## config.mk

```make
export PLATFORM = sky130hd
export DESIGN_NAME = uart_rx_fifo
export DESIGN_NICKNAME = d
export VERILOG_FILES = /design/src/rtl/uart_rx_fifo.sv
export SDC_FILE = /design/constraint.sdc
export NUM_CORES = 1
export LEC_CHECK = 0
export ABC_AREA = 0
export CORE_AREA = 2 2 174 176
export CTS_BUF_LIST = sky130_fd_sc_hd__clkbuf_16
export DETAILED_ROUTE_END_ITERATION = 8
export DIE_AREA = 0 0 176 178
export HOLD_SLACK_MARGIN = 0.12
export PLACE_DENSITY_LB_ADDON = 0.15
export SLEW_MARGIN = 30
export SYNTH_ARGS = -nofsm -noshare
export SYNTH_HDL_FRONTEND = slang
export SYNTH_SLANG_ARGS = --single-unit
```

## constraint.sdc

```tcl
create_clock -name clk -period 4.5 [get_ports clk]
set_input_delay 0.675 -clock clk [delete_from_list [all_inputs] [get_ports clk]]
set_output_delay 0.675 -clock clk [all_outputs]
set_load 0.01 [all_outputs]
```

## src/rtl/uart_rx_fifo.sv

```systemverilog
// uart_rx_fifo: receive buffer between the uart_rx byte receiver and the
// picorv32 native memory bus. Received bytes are queued in a DEPTH-entry FIFO
// and drained by the CPU through DATA/STATUS/CTRL registers; a level IRQ
// signals data at or above a threshold and/or a sticky overflow.
//
// Ports
//   clk        system clock
//   rst        synchronous reset, active-high
//   in_valid   one-cycle byte strobe from uart_rx
//   in_data    received byte, qualified by in_valid
//   bus_cs     chip select (mem_valid & address decode)
//   bus_addr   word select: 0=DATA 1=STATUS 2=CTRL 3=reserved
//   bus_wstrb  byte write strobes, zero means read
//   bus_wdata  write data
//   bus_rdata  registered read data, valid while bus_ready is high
//   bus_ready  single-cycle access acknowledge
//   irq        registered level interrupt request
module uart_rx_fifo #(
  parameter int unsigned DEPTH = 16
) (
  input  logic        clk,
  input  logic        rst,
  input  logic        in_valid,
  input  logic [7:0]  in_data,
  input  logic        bus_cs,
  input  logic [1:0]  bus_addr,
  input  logic [3:0]  bus_wstrb,
  input  logic [31:0] bus_wdata,
  output logic [31:0] bus_rdata,
  output logic        bus_ready,
  output logic        irq
);

  localparam int unsigned AW = $clog2(DEPTH);
  localparam int unsigned CW = AW + 1;
  localparam logic [CW-1:0] FULL_CNT = CW'(DEPTH);

  localparam logic [1:0] ADDR_DATA   = 2'd0;
  localparam logic [1:0] ADDR_STATUS = 2'd1;
  localparam logic [1:0] ADDR_CTRL   = 2'd2;

  localparam logic [31:0] RD_NO_DATA = 32'h0000_0100;

  // Elaboration guard on the supported FIFO geometry
  if (DEPTH < 2 || DEPTH > 128 || (DEPTH & (DEPTH - 1)) != 0) begin : g_bad_depth
    $error("uart_rx_fifo: DEPTH must be a power of two in 2..128");
  end

  // Storage and state
  logic [7:0]    mem_q [DEPTH];
  logic [AW-1:0] wr_ptr_q, wr_ptr_d;
  logic [AW-1:0] rd_ptr_q, rd_ptr_d;
  logic [CW-1:0] count_q,  count_d;
  logic          overflow_q, overflow_d;
  logic          rx_ie_q, rx_ie_d;
  logic          ovf_ie_q, ovf_ie_d;
  logic [7:0]    thresh_q, thresh_d;
  logic [31:0]   rdata_q, rdata_d;
  logic          ready_q, ready_d;
  logic          irq_q, irq_d;

  // Per-cycle decode
  logic          acc;
  logic          is_wr;
  logic          empty;
  logic          full;
  logic          pop;
  logic          push;
  logic          drop;
  logic          flush;
  logic          ovf_clr;
  logic [7:0]    eff_thresh;
  logic [31:0]   rd_mux;

  // Write-data bits with no register behind them
  logic          unused_wdata;
  assign unused_wdata = ^{bus_wdata[31:16], bus_wdata[7:4]};

  // Access decode, FIFO bookkeeping, register updates and read mux
  always_comb begin
    wr_ptr_d   = wr_ptr_q;
    rd_ptr_d   = rd_ptr_q;
    count_d    = count_q;
    overflow_d = overflow_q;
    rx_ie_d    = rx_ie_q;
    ovf_ie_d   = ovf_ie_q;
    thresh_d   = thresh_q;
    rdata_d    = rdata_q;
    ready_d    = 1'b0;
    irq_d      = 1'b0;
    rd_mux     = 32'h0;

    // A held chip select is only accepted once per ready pulse
    acc     = bus_cs && !ready_q;
    is_wr   = |bus_wstrb;
    empty   = (count_q == '0);
    full    = (count_q == FULL_CNT);
    pop     = acc && (bus_addr == ADDR_DATA) && !is_wr && !empty;
    flush   = acc && (bus_addr == ADDR_STATUS) && bus_wstrb[0] && bus_wdata[3];
    ovf_clr = acc && (bus_addr == ADDR_STATUS) && bus_wstrb[0] && bus_wdata[2];
    // A pop in the same edge frees the slot the push needs
    push    = in_valid && (!full || pop) && !flush;
    drop    = in_valid && full && !pop && !flush;

    // Read mux sees pre-push, pre-pop state
    unique case (bus_addr)
      ADDR_DATA:   rd_mux = empty ? RD_NO_DATA : {24'h0, mem_q[rd_ptr_q]};
      ADDR_STATUS: rd_mux = {16'h0, 8'(count_q), 5'h0, overflow_q, full, empty};
      ADDR_CTRL:   rd_mux = {16'h0, thresh_q, 6'h0, ovf_ie_q, rx_ie_q};
      default:     rd_mux = 32'h0;
    endcase

    if (acc) begin
      ready_d = 1'b1;
      rdata_d = is_wr ? 32'h0 : rd_mux;
    end

    if (acc && (bus_addr == ADDR_CTRL)) begin
      if (bus_wstrb[0]) begin
        rx_ie_d  = bus_wdata[0];
        ovf_ie_d = bus_wdata[1];
      end
      if (bus_wstrb[1]) begin
        thresh_d = bus_wdata[15:8];
      end
    end

    if (push) begin
      wr_ptr_d = wr_ptr_q + AW'(1);
    end
    if (pop) begin
      rd_ptr_d = rd_ptr_q + AW'(1);
    end

    unique case ({push, pop})
      2'b10:   count_d = count_q + CW'(1);
      2'b01:   count_d = count_q - CW'(1);
      default: count_d = count_q;
    endcase

    if (flush) begin
      wr_ptr_d = '0;
      rd_ptr_d = '0;
      count_d  = '0;
    end

    // A fresh drop outranks a clear issued on the same edge
    if (ovf_clr) begin
      overflow_d = 1'b0;
    end
    if (drop) begin
      overflow_d = 1'b1;
    end

    // Threshold 0 behaves as 1; evaluated on current state for one cycle of latency
    eff_thresh = (thresh_q == 8'd0) ? 8'd1 : thresh_q;
    irq_d = (rx_ie_q && ({1'b0, 8'(count_q)} >= {1'b0, eff_thresh}))
            || (ovf_ie_q && overflow_q);
  end

  // State registers
  always_ff @(posedge clk) begin
    if (rst) begin
      wr_ptr_q   <= '0;
      rd_ptr_q   <= '0;
      count_q    <= '0;
      overflow_q <= 1'b0;
      rx_ie_q    <= 1'b0;
      ovf_ie_q   <= 1'b0;
      thresh_q   <= 8'd1;
      rdata_q    <= 32'h0;
      ready_q    <= 1'b0;
      irq_q      <= 1'b0;
    end else begin
      wr_ptr_q   <= wr_ptr_d;
      rd_ptr_q   <= rd_ptr_d;
      count_q    <= count_d;
      overflow_q <= overflow_d;
      rx_ie_q    <= rx_ie_d;
      ovf_ie_q   <= ovf_ie_d;
      thresh_q   <= thresh_d;
      rdata_q    <= rdata_d;
      ready_q    <= ready_d;
      irq_q      <= irq_d;
    end
  end

  // FIFO storage, contents are don't-care until counted in
  always_ff @(posedge clk) begin
    if (!rst && push) begin
      mem_q[wr_ptr_q] <= in_data;
    end
  end

  assign bus_rdata = rdata_q;
  assign bus_ready = ready_q;
  assign irq       = irq_q;

endmodule

```

Yosys cells after proc, flatten, opt, wreduce, memory -nomap -nowiden
Memory sizes are Yosys's and may differ from the RTL's. A register that Yosys moved wholly into a read port is not among the register bits.
Index checks and enable logic that the tools add are counted.
{ "word_totals": {"regBits": 58, "latchBits": 0, "ramBits": 128, "rom_bits": 0, "out_inout_bits": 34, "elab_cells": 68, "mem_count": 1} }
{ "classes": {"add_sub_neg": 4, "multipliers": 0, "n_div": 0, "order_cmp": 1, "eq_ne": 5, "n_shift": 0, "n_mux": 12, "n_bitwise": 0, "reduce_logical": 35} }
{ "mem_list": {"columns": ["memory", "depth", "word_bits", "read_ports", "rd_ports_with_merged_regs", "write_ports", "line", "rtl"], "rows": [
  ["mem_q", 16, 8, 1, 1, 1, "50", "logic [7:0] mem_q [DEPTH];"]
]} }
{ "op_table": {"columns": ["op", "n"], "rows": [
  ["16-bit one-hot mux with 3 select lines", 1],
  ["32-bit two-way mux", 1],
  ["1-bit logical AND", 17],
  ["5-bit one-hot mux with 2 select lines", 1],
  ["9-bit two-way mux", 1],
  ["4-bit by 1-bit adder with 4-bit output, second input constant", 2],
  ["5-bit by 8-bit >= comparator with 1-bit output", 1],
  ["8-bit logical NOT", 1],
  ["4-bit two-way mux", 2],
  ["8-bit two-way mux", 1],
  ["1-bit logical NOT", 7],
  ["5-bit by 1-bit adder with 5-bit output, second input constant", 1],
  ["5-bit == test, second input constant", 1],
  ["5-bit logical NOT", 1],
  ["1-bit two-way mux", 5],
  ["5-bit by 1-bit subtractor with 5-bit output, second input constant", 1],
  ["2-bit by 1-bit == test with 1-bit output, second input constant", 2],
  ["2-bit == test, second input constant", 2],
  ["2-bit AND reduction", 2],
  ["2-bit nonzero test", 2],
  ["4-bit OR reduction", 1],
  ["2-bit logical NOT", 1],
  ["1-bit logical OR", 2],
  ["2-bit OR reduction", 1]
]} }

Longest topological paths before layout
Gate-level depths: netlist of the first run.
{ "logic_depth": {"ltp_word": 11, "ltp_mapped": 14, "depth_no_buf": 12} }

Worst setup path before layout of the first run
OpenSTA, ideal clock, no wires.
{ "synth_timing": {"path_type": "input to register", "from": "in bus_wstrb[3]", "to": "reg count_q[2]", "arrival_time_ns": 3.608, "required_ns": 4.430, "setup_slack_ns": 0.822, "stages": 13, "path_buffers": 2, "cell_sequence": "or4_4 -> or4_4 -> a31oi_4 -> clkbuf_2 -> inv_1 -> ha_1 -> clkbuf_1 -> xor2_1 -> ha_1 -> a21oi_1 -> xor2_1 -> or3_1 -> a21oi_1"} }
{ "synth_between": {"elab_chain_cells": 9, "elab_cells_between_ends": 11, "cone_classes": "2 x eq/ne; 1 x mux; 8 x reduce/logical"} }
{ "synth_lines": {"columns": ["item", "line", "rtl"], "rows": [
  ["from (decl)", "27", "input logic [3:0] bus_wstrb,"],
  ["4-bit OR reduction (*)", "95", "is_wr = |bus_wstrb;"],
  ["1-bit logical NOT (*)", "98", "pop = acc && (bus_addr == ADDR_DATA) && !is_wr && !empty;"],
  ["1-bit logical AND (*) (2 in series)", "98", null],
  ["1-bit logical OR", "102", "push = in_valid && (!full || pop) && !flush;"],
  ["1-bit logical AND (2 in series)", "102", null],
  ["2-bit by 1-bit == test with 1-bit output / 2-bit == test (equally long branches)", "135", "unique case ({push, pop})"],
  ["5-bit one-hot mux with 2 select lines / 2-bit nonzero test (equally long branches)", null, null],
  ["to (signal assigned)", "177", "count_q <= count_d;"],
  ["to (decl)", "53", "logic [CW-1:0] count_q, count_d;"]
]} }
Every way passes the cells marked *; elsewhere a longest branch is shown, timed or not.
A chain may end at the register's enable or synchronous reset.

Worst setup path in the final report of the first run
{ "layout_timing": {"from": "in bus_wstrb[0]", "to": "reg count_q[2]"} }
{ "layout_between": {"elab_chain_cells": 9, "elab_cells_between_ends": 15, "cone_classes": "2 x eq/ne; 1 x mux; 12 x reduce/logical"} }
{ "layout_lines": {"columns": ["item", "line"], "rows": [
  ["4-bit OR reduction", "95"],
  ["1-bit logical NOT", "98"],
  ["1-bit logical AND (2 in series)", "98"],
  ["1-bit logical OR", "102"],
  ["1-bit logical AND (2 in series)", "102"],
  ["2-bit by 1-bit == test with 1-bit output / 2-bit == test (equally long branches)", "135"],
  ["5-bit one-hot mux with 2 select lines / 2-bit nonzero test (equally long branches)", null]
]} }
Several ways; a longest one is shown, not always the timed one.

==> impl_metrics.yaml, run 1 <==
power:
  peakVddDrop_mv: 0.249
  power_density_nw_per_um2: 387
  p_leak_nw: 2.88
critical_path:
  cp.required_ns: 4.86
  crit_path_start_kind: "input port"
  arrival_ns: 3.95
  path_class: "input port to flop"
  critPathCaptureType: "flop"
  crit_fanout: 9
route:
  viasPerCell: 4.43
  drc: 0
  finalWirelength_um: 17000
  dr.pass1.iters: 5
  drt_iter0_drc: 207
  antenna_left: 0
  detail_route.wl_per_cell_um: 18.4
  route.vias.total: 4108
clock_network:
  cts-hold-fix-buffers: 0
  post_cts_resized: 0
  clk_pin_slew_ns: 0.07
  clock-sinks: 174
  tritoncts: "yes"
  cts-root-buf: "clkbuf_16"
  post_cts_buffers: 0
  cts.htree.levels: 4
  cts_made_buffers: 17
  clock_latency_ns: 0.43
  cts_buffer_depth: 2
place:
  dp_cells: 896
  hpwl_um: 11500
  pre_cts_slack_ns: 0.503
  port_buffers: 47
  place.gp.congestion: 0.730
timing:
  hold_viol_final: 0
  timing.setup.tns_ns: 0
  rsz0062_at_grt: "no"
  max_slew_margin_pct: 39.0
  fin_crit_ns: 3.59
  slew_viol_final: 0
  finalClockSkew_ns: 0.0113
  period_share_pct: 79.8
  setup_viol: 0
  fin_ws_ns: 0.910
  fmax_ghz: 0.279
  worst_slew_pin_slew_ns: 0.907
synthesis:
  ys_seq_area_share_pct: 65.3
  synth_area_um2: 7290
  synth_edf_count: 128
  yosys.cell_types.count: 52
  syn_area_per_cell_um2: 15.4
  ys_ff_latch: 174
  synth.most_common_cell: "edfxtp_1"
  yosys-top-cells-count: "128 x edfxtp_1, 46 x dfxtp_1, 36 x nor2_1"
  postSynth.asyncResetShare_pct: 0
  synth_area_leaders: "edfxtp_1 53%, dfxtp_1 13%, mux4_2 10%"
  synth_area_leader_cell: "edfxtp_1"
  syn_inst: 475
  synth_flop_cell: "edfxtp_1"
  synth-warning-count: 0
  netlist.area_leader.share_pct: 52.7
floorplan:
  rows: 63
  die_w_um: 176
  top_level_ports: 84
  core_area_um2: 29400
  fp.dieH_um: 178
  initial_core_util_pct: 24.8
  die_area_um2: 31300
global_route:
  grt_max_degree: 31
  first_global_vias: 4216
  grt_pass1_wl_um: 26000
  grt_usage_pct: 11.4
  overflow: 0
  antenna_found_initial: 0
finish:
  final-instance-count-excl-fill: 928
  fillers: 2919
  seqCellArea_um2: 4770
  layout-drive-gt1-share_pct: 17.5
  multi_input_area_um2: 2310
  nets: 588
  diodes: 0
  fin_util_pct: 29.8
  synthToLayoutAreaGrowth_pct: 20.2
worst_hold_path:
  hold_class: "flop to flop"
flow_run:
  maxCapViolCount: 0
run_status:
  outcome: "complete, no violations"
-- layout by cell type (no fill, tap or decap), types with 5 or more instances in the layout --
cell / instances
a21oi_1: 10
mux2i_1: 24
o211ai_1: 6
and3_1: 13
mux4_2: 33
nor3_1: 6
nor2b_1: 6
clkbuf_16: 17
and3_2: 6
edfxtp_1: 128
o21ai_0: 6
mux2_2: 5
a22oi_1: 7
a222oi_1: 6
nor2_1: 36
conb_1: 16
clkdlybuf4s50_1: 47
ha_1: 13
xor2_1: 6
nand2_1: 19
dfxtp_1: 44
inv_1: 15
buf_4: 9
nand3_1: 5
-- worst paths after layout --
check / start / endpoint / slack [ns] / depth (start not counted)
setup / recovery: bus_wstrb[0] / count_q[2] / 0.91 / 12
hold reg to reg: bus_rdata[3] / bus_rdata[3] / 0.46 / 2
hold / removal: bus_rdata[3] / bus_rdata[3] / 0.46 / 2
setup reg to reg: count_q[1] / count_q[2] / 1.45 / 10
-- sequential cells by signal, summed over array words and instances, names as in the netlist, named ones only --
signal and cells:
overflow_q 1, rx_ie_q 1, bus_rdata 16, bus_ready 1, mem_q 128, count_q 5, wr_ptr_q 4, ovf_ie_q 1
rd_ptr_q 4, irq 1, thresh_q 8
-- report_power, final --
part | internal (W) | leakage (nW) | switching (W)
clock network | 0.000840 | 0.296 | 0.000653
logic | 0.0000623 | 1.06 | 0.0000874
registers | 0.00173 | 1.53 | 0.0000128
-- stage by stage --
stage / instance area [um2] / hold WS, ns / power, W
global route: 8770 / 0.487 / 0.00351
detailed placement: 8160 / 0.456 / 0.00193
finish: 8770 / 0.458 / 0.00339
global placement: 8160 / 0.454 / 0.00193
CTS: 8770 / 0.466 / 0.00343
floorplan: 7350 / 0.469 / 0.00187
-- cell families after synthesis --
| kind of cell | after synthesis | synth area share [%] |
|---|---|---|
| mux | 63 | 14.4 |
| xor+xnor | 10 | 1.20 |
| other cells | 1 | 0.0514 |
| fa+ha+maj | 13 | 2.23 |
| simple gates | 110 | 7.91 |
| compound gates | 49 | 5.16 |
| flops | 174 | 65.3 |
| buf+inv | 55 | 3.72 |
-- area by class of cell --
| cell class | instances | area share (%) |
|---|---|---|
| clock buffers | 17 | 4.85 |
| clock inverters | 15 | 2.03 |
| inverters | 15 | 0.642 |
| multi-input cells | 261 | 26.4 |
| flip-flops and latches | 174 | 54.4 |
| well taps | 390 | 5.57 |
| repair buffers | 56 | 6.14 |
-- critical path, stage by stage --
cell and delay, ns:
clkdlybuf4s50_1 0.49, or4_4 0.52, or4_4 0.48, a31oi_4 0.22
inv_1 0.08, ha_1 0.31, xor2_1 0.18, ha_1 0.19
a21oi_1 0.24, xor2_1 0.11, or3_1 0.31, a21oi_1 0.14
-- metal layers --
metal	vias to the layer above	track usage (%)	share of wire, %
met5	-	0	0
met4	0	3.68	1.2
met3	14	2.79	4.7
met2	123	19.1	48
met1	2062	14.7	46
li1	1909	-	-
Note: power is estimated with default switching activity, not from simulation.
==> run 2, diff against run 1 <==
- clock period: 4.5 -> 3.1 ns (I/O delays scaled with it)
==> run 2 against run 1 <==
Cell count increased by 3.2%. Count of clock-buffer cells in the layout unchanged. Combinational power increased by 69%. Clock skew is 0.0013 ns higher. Die area unchanged. Final area is 4.6% higher. Core utilization grew 1.4 points. Via count is 1.8% higher. Sequential cell count stayed put. Largest cell class unchanged. Largest power group unchanged.
==> impl_metrics.yaml, run 2 (same netlist as run 1, synthesis figures left out) <==
route:
  route.vias.total: 4182
  finalWirelength_um: 17700
  drc: 0
  drt_iter0_drc: 305
  viasPerCell: 4.37
  antenna_left: 0
  dr.pass1.iters: 5
  detail_route.wl_per_cell_um: 18.4
clock_network:
  post_cts_resized: 0
  cts-hold-fix-buffers: 0
  post_cts_buffers: 0
  tritoncts: "yes"
  cts.htree.levels: 4
  clock-sinks: 174
  clk_pin_slew_ns: 0.07
  cts_buffer_depth: 2
  clock_latency_ns: 0.43
  cts-root-buf: "clkbuf_16"
  cts_made_buffers: 17
timing:
  fin_ws_ns: 0.139
  max_slew_margin_pct: 54.4
  hold_viol_final: 0
  fmax_ghz: 0.338
  worst_slew_pin_slew_ns: 0.683
  finalClockSkew_ns: 0.0125
  setup_viol: 0
  rsz0062_at_grt: "no"
  fin_crit_ns: 2.96
  period_share_pct: 95.5
  slew_viol_final: 0
power:
  p_leak_nw: 3.07
  peakVddDrop_mv: 0.377
  power_density_nw_per_um2: 541
  total_power_w: 0.00496
floorplan:
  initial_core_util_pct: 24.8
  rows: 63
  die_w_um: 176
  top_level_ports: 84
  core_area_um2: 29400
  fp.dieH_um: 178
  die_area_um2: 31300
critical_path:
  crit_fanout: 3
  critPathCaptureType: "flop"
  cp.required_ns: 3.46
  arrival_ns: 3.32
  rrSetupSlack_ns: 0.43
  path_class: "input port to flop"
  crit_path_start_kind: "input port"
flow_run:
  maxCapViolCount: 0
finish:
  nets: 618
  synthToLayoutAreaGrowth_pct: 25.7
  fin_util_pct: 31.2
  layout_commonest_cell: "edfxtp_1"
  diodes: 0
  mostFrequentLayoutCells: "128 x edfxtp_1, 47 x clkdlybuf4s50_1, 46 x dfxtp_1"
  final-instance-count-excl-fill: 958
  largest_register_ffs: 128
  layout-drive-gt1-share_pct: 22.2
  largest-register: "mem_q"
place:
  hpwl_um: 12300
  pre_cts_slack_ns: -0.289
  dp_cells: 926
  port_buffers: 47
  place.gp.congestion: 0.748
global_route:
  overflow: 0
  grt_usage_pct: 11.8
  first_global_vias: 4417
  grt_max_degree: 28
  grt_pass1_wl_um: 27100
  antenna_found_initial: 0
worst_hold_path:
  hold_class: "flop to flop"
run_status:
  outcome: "complete, no violations"
run 2: changes by cell type in the layout (fill, tap and decap cells not counted), moves of 2 or more:
cell | previous run | this run
buf_4 | 9 | 26
buf_12 | 0 | 13
dfxtp_1 | 44 | 46
dfxtp_2 | 2 | 0
ha_1 | 13 | 11
ha_2 | 0 | 2
inv_6 | 3 | 5
run 2: final timing paths:
check,start,to,cells past startpoint
worst max-delay path,bus_wstrb[3],count_q[2],12
worst min-delay path,bus_rdata[4],bus_rdata[4],2
worst max register to register,bus_ready,count_q[2],11
worst min register to register,bus_rdata[4],bus_rdata[4],2
run 2: cell type report:
| class | instances | area [um2] |
|---|---|---|
| timing repair buffer | 86 | 926 |
| clock inverter | 15 | 178 |
| multi-input combinational | 261 | 2330 |
| tap | 390 | 488 |
| sequential | 174 | 4760 |
| inverter | 15 | 56.3 |
| clock buffer | 17 | 425 |
| fill | 2867 | 20200 |
run 2: critical path, cell delays in order:
cell and delay (ns):
clkdlybuf4s50_1 0.40, or4_4 0.54, or4_4 0.49, a31oi_4 0.18
inv_2 0.06, ha_2 0.19, xor2_1 0.14, ha_2 0.19
a21oi_4 0.14, xor2_1 0.09, or3_1 0.30, a21oi_1 0.14
run 2: per-layer routing:
metal	track usage, %	vias to the layer above	part of all wire [%]
li1	-	1962	-
met5	0	-	0
met3	2.60	17	4.3
met4	4.03	0	1.7
met1	15.0	2098	46
met2	20.0	105	49
run 2: power breakdown:
group          internal [W]  total (W)  switching, W  leakage [nW]
Sequential          0.00252    0.00253     0.0000116          1.52
Clock               0.00122    0.00218      0.000962         0.291
Combinational      0.000112   0.000254      0.000142          1.25
run 2: metrics by stage:
step | TNS (ns) | instance area, um2 | hold slack, ns
after detailed placement | -0.652 | 8560 | 0.449
after global routing | 0 | 9170 | 0.485
after CTS | 0 | 9160 | 0.459
after floorplan | -0.184 | 7380 | 0.469
after global placement | -0.654 | 8560 | 0.449
final | 0 | 9170 | 0.459
==> run 3, diff against run 2 <==
- GPL_TIMING_DRIVEN: default -> 0
==> run 3 against run 2 <==
Sequential power hardly changed. Cell count is 0.94% higher. Setup slack worse by 0.026 ns. Non-clock buffer count is 9 higher. Final area is 1.2% lower. Critical path type unchanged.
==> impl_metrics.yaml, run 3 (same netlist as run 1, synthesis figures left out) <==
critical_path:
  path_class: "input port to flop"
  cp.required_ns: 3.47
  critPathCaptureType: "flop"
  crit_path_start_kind: "input port"
  arrival_ns: 3.36
  crit_fanout: 4
  reg2reg_depth: 11
clock_network:
  cts_buffer_depth: 2
  cts-root-buf: "clkbuf_16"
  cts-hold-fix-buffers: 0
  clk_pin_slew_ns: 0.07
  cts.htree.levels: 4
  clock_latency_ns: 0.43
  cts_made_buffers: 17
  clock-sinks: 174
  tritoncts: "yes"
finish:
  fin_util_pct: 30.8
  nets: 627
  fillers: 2889
  largest-register: "mem_q"
  largest_register_ffs: 128
  layout-drive-gt1-share_pct: 21.8
  layout_commonest_cell: "edfxtp_1"
  diodes: 0
  mostFrequentLayoutCells: "128 x edfxtp_1, 46 x dfxtp_1, 43 x clkdlybuf4s50_1"
  multi_input_area_um2: 2370
  synthToLayoutAreaGrowth_pct: 24.2
  seqCellArea_um2: 4760
floorplan:
  die_w_um: 176
  fp.dieH_um: 178
  core_area_um2: 29400
  top_level_ports: 84
  rows: 63
  die_area_um2: 31300
  initial_core_util_pct: 24.8
global_route:
  first_global_vias: 4375
  grt_pass1_wl_um: 27100
  grt_max_degree: 18
  antenna_found_initial: 0
  grt_usage_pct: 11.9
  overflow: 0
timing:
  fin_ws_ns: 0.112
  max_slew_margin_pct: 43.6
  fin_crit_ns: 2.99
  period_share_pct: 96.4
  finalClockSkew_ns: 0.00975
  setup_viol: 0
  slew_viol_final: 0
  hold_viol_final: 0
  rsz0062_at_grt: "no"
  worst_slew_pin_slew_ns: 0.845
  fmax_ghz: 0.335
route:
  antenna_left: 0
  drc: 0
  viasPerCell: 4.47
  route.vias.total: 4322
  detail_route.wl_per_cell_um: 18.7
  finalWirelength_um: 18000
  drt_iter0_drc: 279
  dr.pass1.iters: 5
place:
  place.gp.congestion: 0.745
  pre_cts_slack_ns: -1.07
  port_buffers: 47
  hpwl_um: 12300
power:
  power_density_nw_per_um2: 556
  peakVddDrop_mv: 0.391
  p_leak_nw: 3.03
flow_run:
  maxCapViolCount: 0
worst_hold_path:
  hold_depth: 2
  hold_class: "flop to flop"
run_status:
  outcome: "complete, no violations"
==> run 3: cell count changes in the layout (fill, tap and decap cells not counted), sizes merged <==
cell / before / now
clkinvlp: 2 / 0
inv: 23 / 21
dlygate4sd2: 0 / 3
clkinv: 3 / 6
bufinv: 2 / 3
clkbuf: 17 / 34
buf: 39 / 32
clkdlybuf4s50: 47 / 43
==> run 3: path summary, 6_finish.rpt <==
kind | startpoint | end | slack [ns]
max | bus_cs | count_q[2] | 0.11
min | bus_rdata[6] | bus_rdata[6] | 0.46
max reg2reg | count_q[1] | count_q[4] | 0.22
min reg2reg | bus_rdata[6] | bus_rdata[6] | 0.46
==> run 3: final cells by class <==
class                   instances  share of cell area [%]
plain buffers                  37                    2.24
clock buffers                  17                    4.69
clock inverters                15                    2.25
inverters                      15                   0.649
multi-input cells             261                    26.2
flip-flops and latches        174                    52.6
well taps                     390                    5.38
repair buffers                 58                    6.01
==> run 3: power breakdown <==
part	internal, W	total (W)	switching [W]	leakage, nW
Sequential	0.00252	0.00253	0.0000152	1.52
Clock	0.00130	0.00226	0.000960	0.309
Combinational	0.000109	0.000249	0.000140	1.20
Total	0.00393	0.00504	0.00112	3.03
==> run 3: worst max-delay path: stages <==
cell and delay (ns):
clkdlybuf4s50_1 0.49, or2b_4 0.29, or4_4 0.52, buf_4 0.17, nor2_4 0.15, ha_4 0.16, xor2_1 0.15, ha_2 0.23
a21oi_4 0.04, xor2_1 0.17, or3_1 0.38, a21oi_2 0.11
==> run 3: routing by layer <==
layer	routed length, um	global-route usage (%)	share of wire (%)
met2	8640	20.1	48
met5	0	0	0
met3	917	2.81	5.1
met4	248	3.44	1.4
met1	8230	15.4	46
==> run 3: stage by stage <==
stage          instances  setup TNS (ns)  total power, W  instance area, um2  hold slack, ns
2_1_floorplan        490          -0.184         0.00272                7380           0.469
3_3_place_gp         927          -47.04         0.00282                8340           0.460
3_5_place_dp         927          -42.45         0.00283                8340           0.454
4_1_cts              965               0         0.00509                9030           0.464
5_1_grt              967               0         0.00521                9060           0.497
6_report             967               0         0.00504                9060           0.462
==> run 3: what timing repair did <==
item | in CTS | in global routing
gates cloned | 0 | 0
setup endpoints to repair | 15 | 2
hold endpoints to repair | 0 | 0
pin swaps | 9 | 4
buffers inserted | 8 | 3
gates resized for setup | 9 | 7
